$ cat src/rtl/rgb_effect_pkg.sv
// Shared encodings and colour helpers for the RGB effect generator.
package rgb_effect_pkg;

    typedef enum logic [1:0] {
        MODE_STATIC  = 2'd0,
        MODE_BREATHE = 2'd1,
        MODE_RAINBOW = 2'd2,
        MODE_BLINK   = 2'd3
    } mode_e;

    typedef enum logic {
        DIR_UP   = 1'b0,
        DIR_DOWN = 1'b1
    } dir_e;

    localparam int HUE_MAX_DEF = 767;

    // Channel fields of the {R,G,B} word
    localparam int CH_W  = 8;
    localparam int R_LSB = 16;
    localparam int G_LSB = 8;
    localparam int B_LSB = 0;

    // (c*(lvl+1))>>8 so that full level reproduces c exactly and level 0 is black
    function automatic logic [7:0] scale8(logic [7:0] c, logic [7:0] lvl);
        logic [15:0] p;
        p = 16'(c) * 16'(lvl) + 16'(c);
        return p[15:8];
    endfunction

    function automatic logic [23:0] wheel(logic [9:0] hue);
        logic [7:0] f;
        f = hue[7:0];
        case (hue[9:8])
            2'd1:    return {8'h00, ~f, f};
            2'd2:    return {f, 8'h00, ~f};
            default: return {~f, f, 8'h00};
        endcase
    endfunction

endpackage

$ cat src/rtl/rgb_effect_gen_if.sv
// Control and colour-word bundle between the effect generator and its user.
interface rgb_effect_gen_if;
    logic        enable_i;
    logic [1:0]  mode_i;
    logic [23:0] base_rgb_i;
    logic [7:0]  speed_i;
    logic [23:0] RGB_Data;
    logic        rgb_update_o;

    modport master (
        output enable_i, mode_i, base_rgb_i, speed_i,
        input  RGB_Data, rgb_update_o
    );

    modport slave (
        input  enable_i, mode_i, base_rgb_i, speed_i,
        output RGB_Data, rgb_update_o
    );
endinterface

$ cat src/rtl/effect_tick_div.sv
// Tick prescaler plus speed-programmable step counter; emits a one-cycle step pulse.
module effect_tick_div #(
    parameter int DIV = 100_000
) (
    input  logic       clk_i,
    input  logic       rst_ni,
    input  logic       clr_i,
    input  logic       hold_i,
    input  logic [7:0] speed_i,
    output logic       step_o
);
    localparam int            PW   = (DIV > 1) ? $clog2(DIV) : 1;
    localparam logic [PW-1:0] LAST = PW'(DIV - 1);

    logic [PW-1:0] presc_q, presc_d;
    logic [7:0]    cnt_q, cnt_d;
    logic          tick;

    assign tick = (presc_q == LAST);

    // >= rather than == so a speed lowered below the running count steps at once
    always_comb begin
        presc_d = tick ? '0 : presc_q + PW'(1);
        step_o  = tick && !hold_i && (cnt_q >= speed_i);
        cnt_d   = cnt_q;
        if (clr_i || step_o)
            cnt_d = '0;
        else if (tick && !hold_i)
            cnt_d = cnt_q + 8'd1;
    end

    always_ff @(posedge clk_i or negedge rst_ni) begin
        if (!rst_ni) begin
            presc_q <= '0;
            cnt_q   <= '0;
        end else begin
            presc_q <= presc_d;
            cnt_q   <= cnt_d;
        end
    end
endmodule

$ cat src/rtl/rgb_effect_gen.sv
// Effect state, colour math and registered colour word for the SK6805 driver.
module rgb_effect_gen
    import rgb_effect_pkg::*;
#(
    parameter int CLK_HZ  = 100_000_000,
    parameter int STEP_HZ = 1000,
    parameter int HUE_MAX = HUE_MAX_DEF
) (
    input logic              clk_100MHz,
    input logic              Rst,
    rgb_effect_gen_if.slave  bus
);
    localparam logic [9:0] HUE_LAST = 10'(HUE_MAX);

    logic        step, mode_chg;
    mode_e       mode_q;
    logic [9:0]  hue_q, hue_d;
    logic [7:0]  lvl_q, lvl_d;
    dir_e        dir_q, dir_d;
    logic        blink_q, blink_d;
    logic        en_q;
    logic [23:0] base_q;
    logic [23:0] color_d, rgb_q;
    logic        upd_q;

    assign mode_chg = (bus.mode_i != mode_q);

    effect_tick_div #(.DIV(CLK_HZ / STEP_HZ)) u_tick (
        .clk_i   (clk_100MHz),
        .rst_ni  (Rst),
        .clr_i   (mode_chg),
        .hold_i  (!bus.enable_i),
        .speed_i (bus.speed_i),
        .step_o  (step)
    );

    // Mode change wins over a coincident step
    always_comb begin
        hue_d   = hue_q;
        lvl_d   = lvl_q;
        dir_d   = dir_q;
        blink_d = blink_q;
        if (mode_chg) begin
            hue_d   = '0;
            lvl_d   = '0;
            dir_d   = DIR_UP;
            blink_d = 1'b1;
        end else if (step) begin
            case (mode_q)
                MODE_BREATHE: begin
                    if (dir_q == DIR_UP) begin
                        if (lvl_q == 8'hFF) dir_d = DIR_DOWN;
                        else                lvl_d = lvl_q + 8'd1;
                    end else begin
                        if (lvl_q == 8'h00) dir_d = DIR_UP;
                        else                lvl_d = lvl_q - 8'd1;
                    end
                end
                MODE_RAINBOW: hue_d   = (hue_q >= HUE_LAST) ? '0 : hue_q + 10'd1;
                MODE_BLINK:   blink_d = !blink_q;
                default: ;
            endcase
        end
    end

    // Base and enable are registered so they line up with the effect state
    always_comb begin
        color_d = '0;
        if (en_q) begin
            case (mode_q)
                MODE_STATIC:  color_d = base_q;
                MODE_BREATHE: begin
                    color_d[R_LSB +: CH_W] = scale8(base_q[R_LSB +: CH_W], lvl_q);
                    color_d[G_LSB +: CH_W] = scale8(base_q[G_LSB +: CH_W], lvl_q);
                    color_d[B_LSB +: CH_W] = scale8(base_q[B_LSB +: CH_W], lvl_q);
                end
                MODE_RAINBOW: color_d = wheel(hue_q);
                MODE_BLINK:   color_d = blink_q ? base_q : '0;
                default:      color_d = '0;
            endcase
        end
    end

    always_ff @(posedge clk_100MHz or negedge Rst) begin
        if (!Rst) begin
            mode_q  <= MODE_STATIC;
            hue_q   <= '0;
            lvl_q   <= '0;
            dir_q   <= DIR_UP;
            blink_q <= 1'b1;
            en_q    <= 1'b0;
            base_q  <= '0;
            rgb_q   <= '0;
            upd_q   <= 1'b0;
        end else begin
            mode_q  <= mode_e'(bus.mode_i);
            hue_q   <= hue_d;
            lvl_q   <= lvl_d;
            dir_q   <= dir_d;
            blink_q <= blink_d;
            en_q    <= bus.enable_i;
            base_q  <= bus.base_rgb_i;
            rgb_q   <= color_d;
            upd_q   <= (color_d != rgb_q);
        end
    end

    assign bus.RGB_Data     = rgb_q;
    assign bus.rgb_update_o = upd_q;
endmodule
$ cat src/flat_wrapper.sv
// flat-port wrapper written by rule: the top's interface ports become plain ports
module rgb_effect_gen_flat import rgb_effect_pkg::*;
#(
    parameter int CLK_HZ  = 100_000_000,
    parameter int STEP_HZ = 1000,
    parameter int HUE_MAX = HUE_MAX_DEF
)
  (clk_100MHz, Rst, bus_enable_i, bus_mode_i, bus_base_rgb_i, bus_speed_i, bus_RGB_Data, bus_rgb_update_o);
  rgb_effect_gen_if bus_i ();
  input logic clk_100MHz;
  input logic Rst;
  input wire logic [$bits(bus_i.enable_i)-1:0] bus_enable_i;
  input wire logic [$bits(bus_i.mode_i)-1:0] bus_mode_i;
  input wire logic [$bits(bus_i.base_rgb_i)-1:0] bus_base_rgb_i;
  input wire logic [$bits(bus_i.speed_i)-1:0] bus_speed_i;
  output wire logic [$bits(bus_i.RGB_Data)-1:0] bus_RGB_Data;
  output wire logic [$bits(bus_i.rgb_update_o)-1:0] bus_rgb_update_o;
  assign bus_i.enable_i = bus_enable_i;
  assign bus_i.mode_i = bus_mode_i;
  assign bus_i.base_rgb_i = bus_base_rgb_i;
  assign bus_i.speed_i = bus_speed_i;
  assign bus_RGB_Data = bus_i.RGB_Data;
  assign bus_rgb_update_o = bus_i.rgb_update_o;
  rgb_effect_gen #(.CLK_HZ(CLK_HZ), .STEP_HZ(STEP_HZ), .HUE_MAX(HUE_MAX)) u_core (.clk_100MHz(clk_100MHz), .Rst(Rst), .bus(bus_i));
endmodule
$ cat config.mk
export PLATFORM = sky130hd
export DESIGN_NAME = rgb_effect_gen_flat
export DESIGN_NICKNAME = d
export VERILOG_FILES = /design/src/rtl/rgb_effect_pkg.sv /design/src/rtl/rgb_effect_gen_if.sv /design/src/rtl/effect_tick_div.sv /design/src/rtl/rgb_effect_gen.sv /design/src/flat_wrapper.sv
export SDC_FILE = /design/constraint.sdc
export NUM_CORES = 1
export LEC_CHECK = 0
export ABC_AREA = 1
export CAP_MARGIN = 0
export CELL_PAD_IN_SITES_DETAIL_PLACEMENT = 0
export CELL_PAD_IN_SITES_GLOBAL_PLACEMENT = 1
export CORE_MARGIN = 2
export CORE_UTILIZATION = 47
export CTS_BUF_LIST = sky130_fd_sc_hd__clkbuf_4
export DETAILED_ROUTE_END_ITERATION = 16
export MAX_ROUTING_LAYER = met4
export PLACE_DENSITY_LB_ADDON = 0.12
export SKIP_CTS_REPAIR_TIMING = 1
export SYNTH_ARGS = -nofsm -noshare
export SYNTH_HDL_FRONTEND = slang
export SYNTH_SLANG_ARGS = --single-unit
$ cat constraint.sdc
create_clock -name clk_100MHz -period 5.3 [get_ports clk_100MHz]
set_clock_uncertainty 0.1 [all_clocks]
set_input_delay 1.325 -clock clk_100MHz [delete_from_list [all_inputs] [get_ports clk_100MHz]]
set_output_delay 1.325 -clock clk_100MHz [all_outputs]
set_load 0.02 [all_outputs]
# Word-level counts from Yosys, hierarchy flattened

Cells that the tools add are included.

Output and inout bits: 25
Logic and storage cells: 77
Bits in registers: 97
Bits of input ports: 37

Reduce and logical (&&, ||, !) cells: 15
Order comparisons: 2
$mul: 3
Equality and inequality tests: 11
Add/subtract/negate cells: 8
Muxes and demuxes: 26
Bitwise logic cells: 1

Operator list:

| operator                                         | number |
|---|---|
| one-hot mux 24 bit (4 select lines)              | 1 |
| 2-to-1 mux 8 bit                                 | 8 |
| adder 16 x 8 -> 16 bit                           | 3 |
| multiplier 8 x 8 -> 16 bit                       | 3 |
| 2-to-1 mux 24 bit                                | 2 |
| one-hot mux 24 bit (2 select lines)              | 1 |
| 2-to-1 mux 10 bit                                | 4 |
| inequality test 24 bit                           | 1 |
| adder 17 x 1 -> 17 bit, second input constant    | 1 |
| == test 17 bit, second input constant            | 1 |
| 2-to-1 mux 17 bit                                | 1 |
| adder 8 x 1 -> 8 bit, second input constant      | 2 |
| adder 10 x 1 -> 10 bit, second input constant    | 1 |
| >= comparator 10 bit, second input constant      | 1 |
| nonzero test 2 bit                               | 5 |
| 2-to-1 mux 1 bit                                 | 9 |
| == test 8 bit, second input constant             | 1 |
| >= comparator 8 bit                              | 1 |
| logical NOT 8 bit                                | 1 |
| NOT 8 bit                                        | 1 |
| subtractor 8 x 1 -> 8 bit, second input constant | 1 |
| == test 2 bit, second input constant             | 3 |
| AND reduction 2 bit                              | 3 |
| == test 2 x 1 -> 1 bit, second input constant    | 2 |
| other kinds (8)                                  | 9 |

# Longest topological paths before layout

Word-level depth: 6
Gate-level depth with buffers: 29
Mapped depth without buffers: 28

# By module

A second synthesis with hierarchy kept.

Cell total of the unflattened synthesis: 1877
Area, all modules: 13163.9 µm²

Modules (own cells, without submodules):

| module          | cells an instance | times used | seq. area each (µm²) | area each (µm²) |
|---|---|---|---|---|
| rgb_effect_gen  | 1654              | 1          | 1803.0               | 11484.8 |
| effect_tick_div | 223               | 1          | 625.6                | 1679.1 |

# Least setup slack after synthesis

No wires, ideal clock.

Path kind: flip-flop to flip-flop
Start point: register u_core.lvl_q[7]
End point: register u_core.upd_q (netlist: u_core.bus.rgb_update_o)
Path buffers: 2
Cell stages (with the launch flop): 24
Library setup time: 125 ps
Clock period less this slack: 4768 ps
Arrival time: 4543 ps
Data required time: 5075 ps
Setup slack: 532 ps
Cell sequence: dfrtp_1 -> clkbuf_1 -> buf_1 -> nand2_1 -> fa_1 -> fa_1 -> fa_1 -> fa_1 -> inv_1 -> ha_1 -> a21oi_1 -> nor2_1 -> nor2_1 -> nand3_1 -> nand2_1 -> nand3_1 -> nand2_1 -> nand2_1 -> nand2_1 -> nand2_1 -> nor2_1 -> nand3_1 -> nor2_1 -> nand3_1

Longest elaborated chain between the ends: 5
Elaborated cells on any way between the ends: 9
Classes of those cells: add/sub (3); mul (3); eq/ne (1); mux (2)

RTL lines:

| what                                  | RTL line              | text |
|---|---|---|
| from (decl)                           | rgb_effect_gen.sv:18  | `logic [7:0] lvl_q, lvl_d;` |
| from (signal assigned)                | rgb_effect_gen.sv:98  | `lvl_q <= lvl_d;` |
| multiplier 8 x 8 -> 16 bit            | rgb_effect_pkg.sv:27  | `p = 16'(c) * 16'(lvl) + 16'(c);` |
| adder 16 x 8 -> 16 bit                | rgb_effect_pkg.sv:27  |  |
| one-hot mux 24 bit (4 select lines) * | rgb_effect_gen.sv:70  | `case (mode_q)` |
| 2-to-1 mux 24 bit *                   | rgb_effect_gen.sv:69  | `if (en_q) begin` |
| inequality test 24 bit *              | rgb_effect_gen.sv:104 | `upd_q <= (color_d != rgb_q);` |
| to (signal assigned)                  | rgb_effect_gen.sv:104 |  |
| to (decl)                             | rgb_effect_gen.sv:24  | `logic upd_q;` |

Mark *: on every way between the ends. The rest lies on a longest branch, timed or not.
A chain may end at the register's enable or synchronous reset.

# Worst setup path after layout

Start point: register u_core.base_q[10]
End point: register u_core.upd_q (netlist: u_core.bus.rgb_update_o)

Longest elaborated chain between the ends: 5
Elaborated cells on any way between the ends: 6
Classes of those cells: add/sub (1); mul (1); eq/ne (1); mux (3)

RTL lines:

| what                                  | RTL line              | text |
|---|---|---|
| from (decl)                           | rgb_effect_gen.sv:22  | `logic [23:0] base_q;` |
| from (signal assigned)                | rgb_effect_gen.sv:102 | `base_q <= bus.base_rgb_i;` |
| multiplier 8 x 8 -> 16 bit            | rgb_effect_pkg.sv:27  |  |
| adder 16 x 8 -> 16 bit                | rgb_effect_pkg.sv:27  |  |
| one-hot mux 24 bit (4 select lines) * | rgb_effect_gen.sv:70  |  |
| 2-to-1 mux 24 bit *                   | rgb_effect_gen.sv:69  |  |
| inequality test 24 bit *              | rgb_effect_gen.sv:104 |  |

Marks and branches as above.

==> impl_metrics.yaml <==
outcome:
  status: "complete, no violations"
finish:
  final_core_util_pct: 52.30
  area_delta_synth_final_pct: 9.769
  design_area_um2: 14020
  drive_gt1_share_pct: 5.054
  nNetsFinal: 2138
floorplan:
  initial_core_util_pct: 47.64
  fp-row-count: 60
  ioPinCount: 62
  dieArea_um2: 28500
  core_um2: 26800
  die_height_um: 168.8
  die_w_um: 168.8
yosys:
  synth_seq_cells: 97
  synthesis.area_um2: 12770
  ys_types: 47
  synth_area_leaders: "fa_1 (20%), dfrtp_1 (19%), nand2_1 (14%)"
  seq_area_frac_synth_pct: 19.02
  yosys_warnings: 0
  yosys.area.top_type: "fa_1"
  syn_inst: 1804
  yosysTopAreaCellShare_pct: 20.38
  async_flop_share_pct: 100.0
  synth_ff_type: "dfrtp_1"
  avgSynthCellArea_um2: 7.078
  synth_edf_count: 0
  syn_nets: 2087
sta:
  setup_tns_ps: 0
  rsz0062_at_grt: "no"
  setup_violations: 0
  slew_headroom_pct: 51.45
  slew_viol_final: 0
  fin_crit_sh_pct: 93.82
  min_period_ps: 4972
  max_freq_ghz: 0.2011
  worstMarginPinSlew_ps: 728.2
  hold_violations: 0
cts:
  clk_latency_ps: 530
  cts_tree: "done"
  clkSinkCount: 97
  path_clk_slew_ps: 170
  cts_buffer_depth: 2
  cts_made_buffers: 9
  clk_root_buffer_cell: "clkbuf_4"
  h-tree-depth: 3
detailed_routing:
  antenna_left: 0
  routed_wl_um: 34670
  drt_iter0_markers: 751
  drc: 0
  vias_per_cell: 5.108
  vias: 11250
  post_drt_wl_per_cell_um: 15.74
  first_pass_iters: 7
power_and_ir_drop:
  p_sw_mw: 0.7556
  total_power_mw: 1.873
  p_comb_share_pct: 34.8
  switching_share_pct: 40.34
  peakVddDrop_uv: 134.3
  power_density_nw_per_um2: 133.6
  power.internal_mw: 1.118
  sequentialPowerShare_pct: 43.3
  pwr-share-clk_pct: 21.9
  power_leakage_nw: 7.922
setup_path:
  start_kind: "flop"
  critPathKind: "reg -> reg"
  slowest_stage: "fa_1"
  cpMostUsedCell: "nand2_1"
  worstPathMaxFanout: 8
  slowest_delay_ps: 540
  required_ps: 5610
  path_delay_family: "adder cells"
  worstPathCellList: "nand2_1 -> fa_1 -> fa_1 -> fa_1 -> fa_1 -> inv_1 -> ha_1 -> nand2_1 -> inv_1 -> nand2_1 -> nand2_1 -> a21oi_1 -> nand2_1 -> nand2_1 -> nand3_1 -> nand2_1 -> nand2_1 -> nand2_1 -> nand2_1 -> nor2_1 -> nand2_1 -> nor2_1 -> buf_4 -> nand3_1"
  cp_num_buf_inv: 3
  arrival_ps: 5290
  end_kind: "flop"
global_routing:
  antenna_found_initial: 2
  grt_pass1_wl_um: 57580
  grt_max_degree: 45
  grt_overflow: 0
  grt_pass1_vias: 11070
  track_usage_pct: 26.45
placed_design:
  gp_congestion: 0.9020
  io_buffers: 61
  dpl_cell_area_um2: 13800
  dp_hpwl_um: 28080
hold_path:
  hp-class: "reg -> reg"
flow_run:
  max_cap_violations: 0
per-stage QoR:
stage	hold WS (ps)	std cells	setup WS [ps]
after global placement	347.5	2178	204.5
after floorplan	331.4	1804	531.7
after global routing	393.5	2203	2.143
final	370.3	2203	327.6
after detailed placement	352.7	2178	163.7
after CTS	374.6	2194	136.4
cell families (layout without fill, tap and decap cells):
logic type | count (synthesis) | count (layout) | synth area share [%]
buf+inv | 507 | 563 | 15.23
simple gates | 749 | 749 | 24.80
flops | 97 | 97 | 19.02
other cells | 0 | 2 | 0
compound gates | 191 | 191 | 8.241
xor+xnor | 14 | 14 | 0.9603
fa+ha+maj | 246 | 246 | 31.75
Yosys cell counts (2+ instances only):
cell type,count
nor3_2,3
nor3_1,19
nor2_1,81
xor2_1,6
inv_1,436
fa_1,130
or2_2,2
buf_1,3
nor2_4,2
nand3b_1,22
ha_1,116
xnor2_1,8
o21ai_0,63
nand2_2,4
buf_4,2
o31ai_1,2
buf_2,11
nor4_1,9
a221oi_1,5
a31oi_1,2
clkbuf_1,46
dfrtp_1,96
inv_2,4
and3_1,4
o21a_1,2
a21oi_1,92
nand4_1,15
o22ai_1,7
o221ai_1,6
nand2_1,492
nand3_1,92
o32ai_1,3
o21bai_1,5
cell usage in the layout (no fill, tap or decap), types with 5 or more instances in the layout:
cell type	count
nand2_1	492
buf_4	44
ha_1	116
xor2_1	6
o22ai_1	7
xnor2_1	8
nor2_1	79
nor3_1	19
nand4_1	15
dfrtp_1	86
o21bai_1	5
o21ai_0	63
dfrtp_2	10
inv_1	436
o221ai_1	6
nand3b_1	22
nand3_1	92
fa_1	130
clkdlybuf4s50_1	60
clkbuf_4	9
a221oi_1	5
nor4_1	9
a21oi_1	91
path summary, 6_finish.rpt:
path	cells past startpoint	slack (ps)	to	from
worst max-delay path	24	330	u_core.bus.rgb_update_o	u_core.base_q[10]
worst min-delay path	1	370	u_core.u_tick.presc_q[0]	u_core.u_tick.presc_q[0]
worst max register to register	24	330	u_core.bus.rgb_update_o	u_core.base_q[10]
worst min register to register	1	370	u_core.u_tick.presc_q[0]	u_core.u_tick.presc_q[0]
max in group asynchronous	2	3630	u_core.base_q[12]	Rst
min in group asynchronous	1	530	u_core.u_tick.presc_q[7]	Rst
power by group through the flow:
stage | sequential [mW] | clock, mW | combinational, mW
finish | 0.811 | 0.411 | 0.651
global route | 0.816 | 0.455 | 0.753
CTS | 0.812 | 0.441 | 0.656
detailed placement | 0.825 | 0 | 0.650
global placement | 0.825 | 0 | 0.643
floorplan | 0.806 | 0 | 0.437
per-layer routing:
metal,global-route usage (%),routed length [um]
met5,-,0
met3,3.016,1566
met2,43.46,16450
met1,34.67,15790
met4,7.796,856
area by class of cell:
cell class | instances | area, um^2
timing repair buffer | 105 | 950.9
multi-input combinational | 1200 | 8404
inverter | 442 | 1660
tap | 341 | 426.7
clock inverter | 7 | 60.06
sequential | 97 | 2441
clock buffer | 9 | 67.56
antenna | 2 | 5.005
fill | 2714 | 12780
flip-flops by register name (all words and copies together), names as in the netlist:
register / cells
u_core.u_tick.cnt_q: 8
u_core.base_q: 24
u_core.blink_q: 1
u_core.dir_q: 1
u_core.en_q: 1
u_core.hue_q: 10
u_core.mode_q: 2
u_core.bus.RGB_Data: 24
u_core.lvl_q: 8
u_core.bus.rgb_update_o: 1
u_core.u_tick.presc_q: 17
worst reg2reg max path, delay by kind of cell, from the launching register on:
kind,cells,cell delay (ps)
adders and majority gates,5,2470
and+or+nand+nor,15,1380
DFF,1,520
buffers and inverters,3,230
AOI/OAI and AO/OA,1,190
Power figures use the tool's default switching activity.
